### config.mk
export PLATFORM = sky130hd
export DESIGN_NAME = fifo_wr_arbiter
export DESIGN_NICKNAME = d
export VERILOG_FILES = /design/src/rtl/fifo_wr_arbiter.sv
export SDC_FILE = /design/constraint.sdc
export NUM_CORES = 1
export LEC_CHECK = 0
export CAP_MARGIN = 15
export CORE_MARGIN = 1
export CORE_UTILIZATION = 30
export DETAILED_ROUTE_END_ITERATION = 6
export GPL_TIMING_DRIVEN = 0
export PLACE_DENSITY_LB_ADDON = 0.3
export RECOVER_POWER = 25
export SLEW_MARGIN = 20
export SYNTH_ARGS = -nofsm -noshare
export SYNTH_HDL_FRONTEND = slang
export SYNTH_SLANG_ARGS = --single-unit
### constraint.sdc
create_clock -name clk_w -period 4 [get_ports clk_w]
set_clock_uncertainty 0.15 [all_clocks]
set_input_delay 0.8 -clock clk_w [delete_from_list [all_inputs] [get_ports clk_w]]
set_output_delay 0.8 -clock clk_w [all_outputs]
set_load 0.005 [all_outputs]
### src/rtl/fifo_wr_arbiter.sv
// rtl/fifo_wr_arbiter.sv - round-robin burst arbiter sharing the FIFO write port among producers
module fifo_wr_arbiter #(
    parameter int NUM_REQ   = 4,
    parameter int DATA_W    = 8,
    parameter int MAX_BURST = 4
) (
    input  logic                      clk_w,
    input  logic                      rst,
    input  logic [NUM_REQ-1:0]        req_valid,
    input  logic [NUM_REQ*DATA_W-1:0] req_data,
    output logic [NUM_REQ-1:0]        req_ready,
    input  logic                      buf_full,
    output logic                      wr_en,
    output logic [DATA_W-1:0]         buf_in,
    output logic [NUM_REQ-1:0]        grant,
    output logic                      busy,
    output logic [15:0]               wr_count
);

    localparam int IDX_W = (NUM_REQ > 1) ? $clog2(NUM_REQ) : 1;
    localparam logic [3:0] LAST_BEAT = 4'(MAX_BURST - 1);
    localparam logic [NUM_REQ-1:0] ONE = {{(NUM_REQ-1){1'b0}}, 1'b1};

    typedef enum logic {
        IDLE,
        GRANT
    } state_t;

    state_t           state;
    logic [IDX_W-1:0] rr_ptr;
    logic [3:0]       beat_cnt;
    logic [IDX_W-1:0] g_idx;
    logic [IDX_W-1:0] pick_idx;
    logic [IDX_W-1:0] pick_next;
    logic [IDX_W-1:0] scan_idx;
    logic             pick_found;
    logic             g_valid;
    logic             xfer;
    logic             release_now;

    always_comb begin
        g_idx = '0;
        for (int i = 0; i < NUM_REQ; i++) begin
            if (grant[i]) begin
                g_idx = IDX_W'(i);
            end
        end
    end

    // Write port follows the granted producer with no register stage, so buf_full
    // and rst gate the handshake in the same cycle.
    assign g_valid     = |(grant & req_valid);
    assign xfer        = (state == GRANT) && g_valid && !buf_full && !rst;
    assign wr_en       = xfer;
    assign req_ready   = (buf_full || rst) ? '0 : grant;
    assign buf_in      = (state == GRANT) ? req_data[g_idx*DATA_W +: DATA_W] : '0;
    assign busy        = (state == GRANT);
    assign release_now = (xfer && (beat_cnt == LAST_BEAT)) || !g_valid;

    // Scan starts at rr_ptr, which already points past the last granted producer.
    always_comb begin
        pick_found = 1'b0;
        pick_idx   = '0;
        scan_idx   = '0;
        for (int k = 0; k < NUM_REQ; k++) begin
            scan_idx = IDX_W'((int'(rr_ptr) + k) % NUM_REQ);
            if (!pick_found && req_valid[scan_idx]) begin
                pick_found = 1'b1;
                pick_idx   = scan_idx;
            end
        end
        pick_next = (pick_idx == IDX_W'(NUM_REQ - 1)) ? '0 : pick_idx + 1'b1;
    end

    always_ff @(posedge clk_w) begin
        if (rst) begin
            state    <= IDLE;
            grant    <= '0;
            rr_ptr   <= '0;
            beat_cnt <= '0;
            wr_count <= '0;
        end else begin
            if (xfer) begin
                wr_count <= wr_count + 16'd1;
                beat_cnt <= beat_cnt + 4'd1;
            end
            if (state == IDLE || release_now) begin
                beat_cnt <= '0;
                if (pick_found) begin
                    state  <= GRANT;
                    grant  <= ONE << pick_idx;
                    rr_ptr <= pick_next;
                end else begin
                    state <= IDLE;
                    grant <= '0;
                end
            end
        end
    end

endmodule

# Yosys cells after proc, flatten, opt, wreduce, memory -nomap -nowiden
# Index checks and enable logic that the tools add are counted.
# word_totals
out_inout_bits	34
mem_count	0
mem_bits_ro	0
regBits	27
latch_bits	0
in_bits	39
ram_bits	0
# classes
n_shift	2
order_cmp	4
muxes	24
n_eq_ne	2
add_sub_neg	6
n_reduce_logical	19
bitwise	2
n_div	0
multipliers	0
# ops
cell	n
$shiftx A32 B6 Y8	1
$add A16 B1 Y16 const B	1
$mux W2	7
$lt A2 B3 Y1 const B	4
$mux W1	10
$bmux W1 S2	4
$mux W4	2
$mux W8	1
$logic_and A1 B1 Y1	7
$logic_not A1 Y1	6
$add A2 B1 Y2 const B	2
$add A2 B2 Y2 const B	2
$add A4 B1 Y4 const B	1
$and A4 B4 Y4	1
$eq A4 B2 Y1 const B	1
$reduce_or A4 Y1	1
$shl A1 B2 Y4 const A	1
$logic_or A1 B1 Y1	3
$eq A2 B2 Y1 const B	1
$reduce_and A2 Y1	1
$reduce_or A2 Y1	1
$not A1 Y1	1

# Longest topological paths before layout
# depth
word_depth	14
ltp_mapped	8
depth_no_buf	8

# Worst setup path before layout
# No wires, ideal clock.
# synth_timing
path_kind	input-to-output
startpoint	input rst
endpoint	output wr_en
path_buffers	2
path_slack_ns	1.228
stages	4
t_required_ns	3.050
t_arrival_ns	1.822
cell_sequence	buf_6 > or3b_1 > buf_6 > a21oi_1
# synth_via
elab_chain_cells	2
# synth_rtl
item	line	rtl
start: declaration	8	input logic rst,
$logic_not A1 Y1	53	assign xfer = (state == GRANT) && g_valid && !buf_full && !rst;
$logic_and A1 B1 Y1	53	
end: declaration	13	output logic wr_en,
# No other way between the ends.

# Worst setup path in the final report
# layout_timing
startpoint	input req_valid[2]
endpoint	output wr_en
# layout_via
elab_chain_cells	5
# layout_rtl
item	line	rtl
start: declaration	9	input logic [NUM_REQ-1:0] req_valid,
$and A4 B4 Y4	52	assign g_valid = |(grant & req_valid);
$reduce_or A4 Y1	52	
$logic_and A1 B1 Y1 (3 in a row)	53	
# No other way between the ends.

==> results_dict.tcl <==
set metrics [dict create \
    crit_path_max_fanout 10 \
    worst_hold_slack_ns 0.333 \
    post-dp-hpwl_um 3770 \
    dieHeight_um 78.6 \
    fmaxAchievable_mhz 267 \
    met1_usage_pct 20.2 \
    synth_largest_area_cell "sky130_fd_sc_hd__dfxtp_1" \
    core_area_mm2 0.00557 \
    tritoncts.num_buffers 3 \
    layout-area-overhead-vs-synth_pct 48.3 \
    worst_pin_slew_ns 0.899 \
    cts.path.max_buffers 2 \
    async_flop_share_pct 0 \
    synth.lib_cells_used.distinct 34 \
    grt.total_usage_pct 16.5 \
    place_congestion 0.788 \
    final_critical_path_time_including_i_o_delays_and_setup_ns 3.75 \
    tritoncts "done" \
    min_period_over_period_pct 93.7 \
    cap_violations 0 \
    cp.depth 5 \
    synth_top_cells_by_count "27 x sky130_fd_sc_hd__dfxtp_1, 20 x sky130_fd_sc_hd__nand2_1, 20 x sky130_fd_sc_hd__o21ai_0" \
    p_leak_uw 0.000889 \
    ioPinCount 73 \
    timing.critical_path.slowest_cell_delay_ns 0.58 \
    place.port_buffers 71 \
    vias 1792 \
    grt_antenna_before_repair 0 \
    setup-tns-final_ns 0 \
    number_of_global_route_vias_before_repair 1716 \
    synthesis.yosys.warnings 0 \
    final_layout_size_suffix_gt1_share_pct 2.39 \
    synth.top_cell.area_share_pct 30.7 \
    crit_arrival_ns 2.80 \
    maximum_resistive_drop_on_vdd_v 0.000243 \
    synthesis.nets 263 \
    worstHoldPathCells 2 \
    maximum_number_of_pins_on_one_net_before_global_route_repair 15 \
    setup_fix_buffers_added_after_clock_tree_synthesis 0 \
    grt-ovfl-total 0 \
    start_util_pct 31.5 \
    finalNetCount 339 \
    synth_edf_count 0 \
    initialDrtViolationCount 76 \
    rsz0062_at_grt "false" \
    via_per_inst 4.91 \
    final.fill_count 551 \
    top_count_cell_post_synth "sky130_fd_sc_hd__dfxtp_1" \
    global_route.usage.met3_pct 3.14 \
    synthFlopType "sky130_fd_sc_hd__dfxtp_1" \
    crit_path_frequent_cell "sky130_fd_sc_hd__clkdlybuf4s50_1" \
    htree_levels 1 \
    route.detailed.wl_per_inst_um 13.5 \
    timing.final.ws_setup_ns 0.253 \
    root_buffer "sky130_fd_sc_hd__clkbuf_8" \
    reg2regPathDepth 5 \
    cp_top_family "buffers and inverters" \
    syn-cell-area_mm2 0.00176 \
    synth.yosys.seq_area_share_pct 30.7 \
    timing_worst_setup_path_type "in -> out" \
    drt_pre_antenna_iters 4 \
    syn_inst 218 \
    final-max-slew-violation-count 0 \
    detailed_place.area_mm2 0.00256 \
    insertion_delay_ns 0.27 \
    clock_sink_count 27 \
    critPathRequiredTime_ns 3.05 \
    grt_first_pass_wirelength_um 8140 \
    fp.dieW_um 78.6 \
    run_status "finished, final reports clean" \
    synthTopCellsByArea "sky130_fd_sc_hd__dfxtp_1 31%, sky130_fd_sc_hd__mux2i_1 11%, sky130_fd_sc_hd__o21ai_0 5.7%, sky130_fd_sc_hd__xnor2_1 5.0%, sky130_fd_sc_hd__nor2b_1 4.6%" \
    route.final.wire_length_um 4930 \
    timing.final.hold_violations 0 \
    final-setup-viol-count 0 \
    path_buf_inv 3 \
    drc 0 \
    cp_cell_sequence "clkdlybuf4s50_1, a22oi_1, clkbuf_1, a21oi_2, clkdlybuf4s50_1" \
    num_rows 27 \
    die_area_mm2 0.00617 \
    power_per_cell_area_mw_per_mm2 313 \
    synth-seq-cells 27 \
    ant_nets 0 \
    mean_area_per_synthesized_cell_um2 8.06 \
    clock_slew_at_reported_path_ffs_ns 0.09 \
    fin_area_mm2 0.00261 \
    placement.setup.worst_slack_ns 0.0761 \
    hold_removal_path_class "reg -> reg" \
    num_antenna_cells 0 \
    critical_path.startpoint_type "input pin" \
    global_route.peak_usage_layer "met2" \
    max_slew_margin_pct 39.5 \
    total_power_uw 817 \
    crit_slowest_cell "sky130_fd_sc_hd__clkdlybuf4s50_1" \
    worst_setup_path_end_kind "output pin" \
    use_met2_pct 30.0 \
]
==> power breakdown <==
part,leakage (uW),switching (uW),total [uW],internal [uW]
Clock,0.0000228,83.2,155,71.4
Combinational,0.000647,170,354,183
Sequential,0.000219,19.6,309,289
Total,0.000889,273,817,544
==> state kept, by name, indices dropped and copies added (netlist names) <==
name and cells:
busy 1, rr_ptr 2, grant 4, wr_count 16
beat_cnt 4
==> stage by stage <==
stage / std cells / util (%)
4_1_cts: 365 / 46.7
3_5_place_dp: 361 / 45.9
6_report: 365 / 46.8
3_3_place_gp: 361 / 45.9
5_1_grt: 365 / 46.8
2_1_floorplan: 218 / -
==> worst reg2reg max path, stage by stage, from the launching register on <==
cell and delay (ns):
sky130_fd_sc_hd__dfxtp_1 0.33, sky130_fd_sc_hd__clkbuf_1 0.37, sky130_fd_sc_hd__a22oi_1 0.24, sky130_fd_sc_hd__a2111o_1 0.58, sky130_fd_sc_hd__or4_1 0.50, sky130_fd_sc_hd__a21oi_1 0.14
==> repair_timing <==
action,4_1_cts,5_1_grt
resized for setup,0,1
hold buffers,0,0
endpoints found under the hold margin,0,0
setup endpoints to repair,0,1
==> layout by cell type, fill, tap and decap left out, types with 5 or more instances in the layout <==
master | synthesis | routed
sky130_fd_sc_hd__xnor2_1 | 10 | 10
sky130_fd_sc_hd__and2_1 | 6 | 6
sky130_fd_sc_hd__nor3_1 | 5 | 5
sky130_fd_sc_hd__a21oi_1 | 14 | 13
sky130_fd_sc_hd__dlygate4sd3_1 | 0 | 15
sky130_fd_sc_hd__or3_1 | 6 | 6
sky130_fd_sc_hd__mux2i_1 | 19 | 19
sky130_fd_sc_hd__inv_1 | 7 | 7
sky130_fd_sc_hd__ha_1 | 6 | 6
sky130_fd_sc_hd__nand2_1 | 20 | 20
sky130_fd_sc_hd__clkdlybuf4s50_1 | 0 | 56
sky130_fd_sc_hd__nand3_1 | 10 | 10
sky130_fd_sc_hd__nor2_1 | 9 | 9
sky130_fd_sc_hd__nor2b_1 | 13 | 13
sky130_fd_sc_hd__a211oi_1 | 5 | 5
sky130_fd_sc_hd__o21ai_0 | 20 | 20
sky130_fd_sc_hd__dfxtp_1 | 27 | 27
sky130_fd_sc_hd__clkbuf_1 | 9 | 10
==> layout make-up <==
cell class	instances	area [um2]	share of cell area (%)
Buffer	11	56.3	2.16
Clock buffer	4	45.0	1.73
Multi-Input combinational cell	173	1140	43.7
Inverter	7	26.3	1.01
Sequential cell	27	541	20.7
Tap cell	72	90.1	3.45
Timing Repair Buffer	71	711	27.3
==> kinds of logic after synthesis <==
group	Yosys count	share of synthesized area, %
adder cells (fa/ha/maj)	6	4.27
flip-flops	27	30.7
multiplexers	19	10.8
AND/OR/NAND/NOR	84	25.6
AO/OA/AOI/OAI	54	18.9
XOR/XNOR	10	4.98
buffers and inverters	18	4.70
==> worst paths after layout <==
path	start	end	slack, ns
max reg2reg	grant[2]	wr_count[15]	1.63
min reg2reg	wr_count[15]	wr_count[15]	0.33
max	req_valid[2]	wr_en	0.25
min	wr_count[15]	wr_count[15]	0.33
==> routing by layer <==
metal / part of all wire, % / vias to the layer above
met5: 0 / -
met4: 0.41 / 0
met3: 3.9 / 2
met2: 51 / 40
met1: 44 / 821
li1: - / 929
No activity file was read; power rests on OpenSTA's default activity.
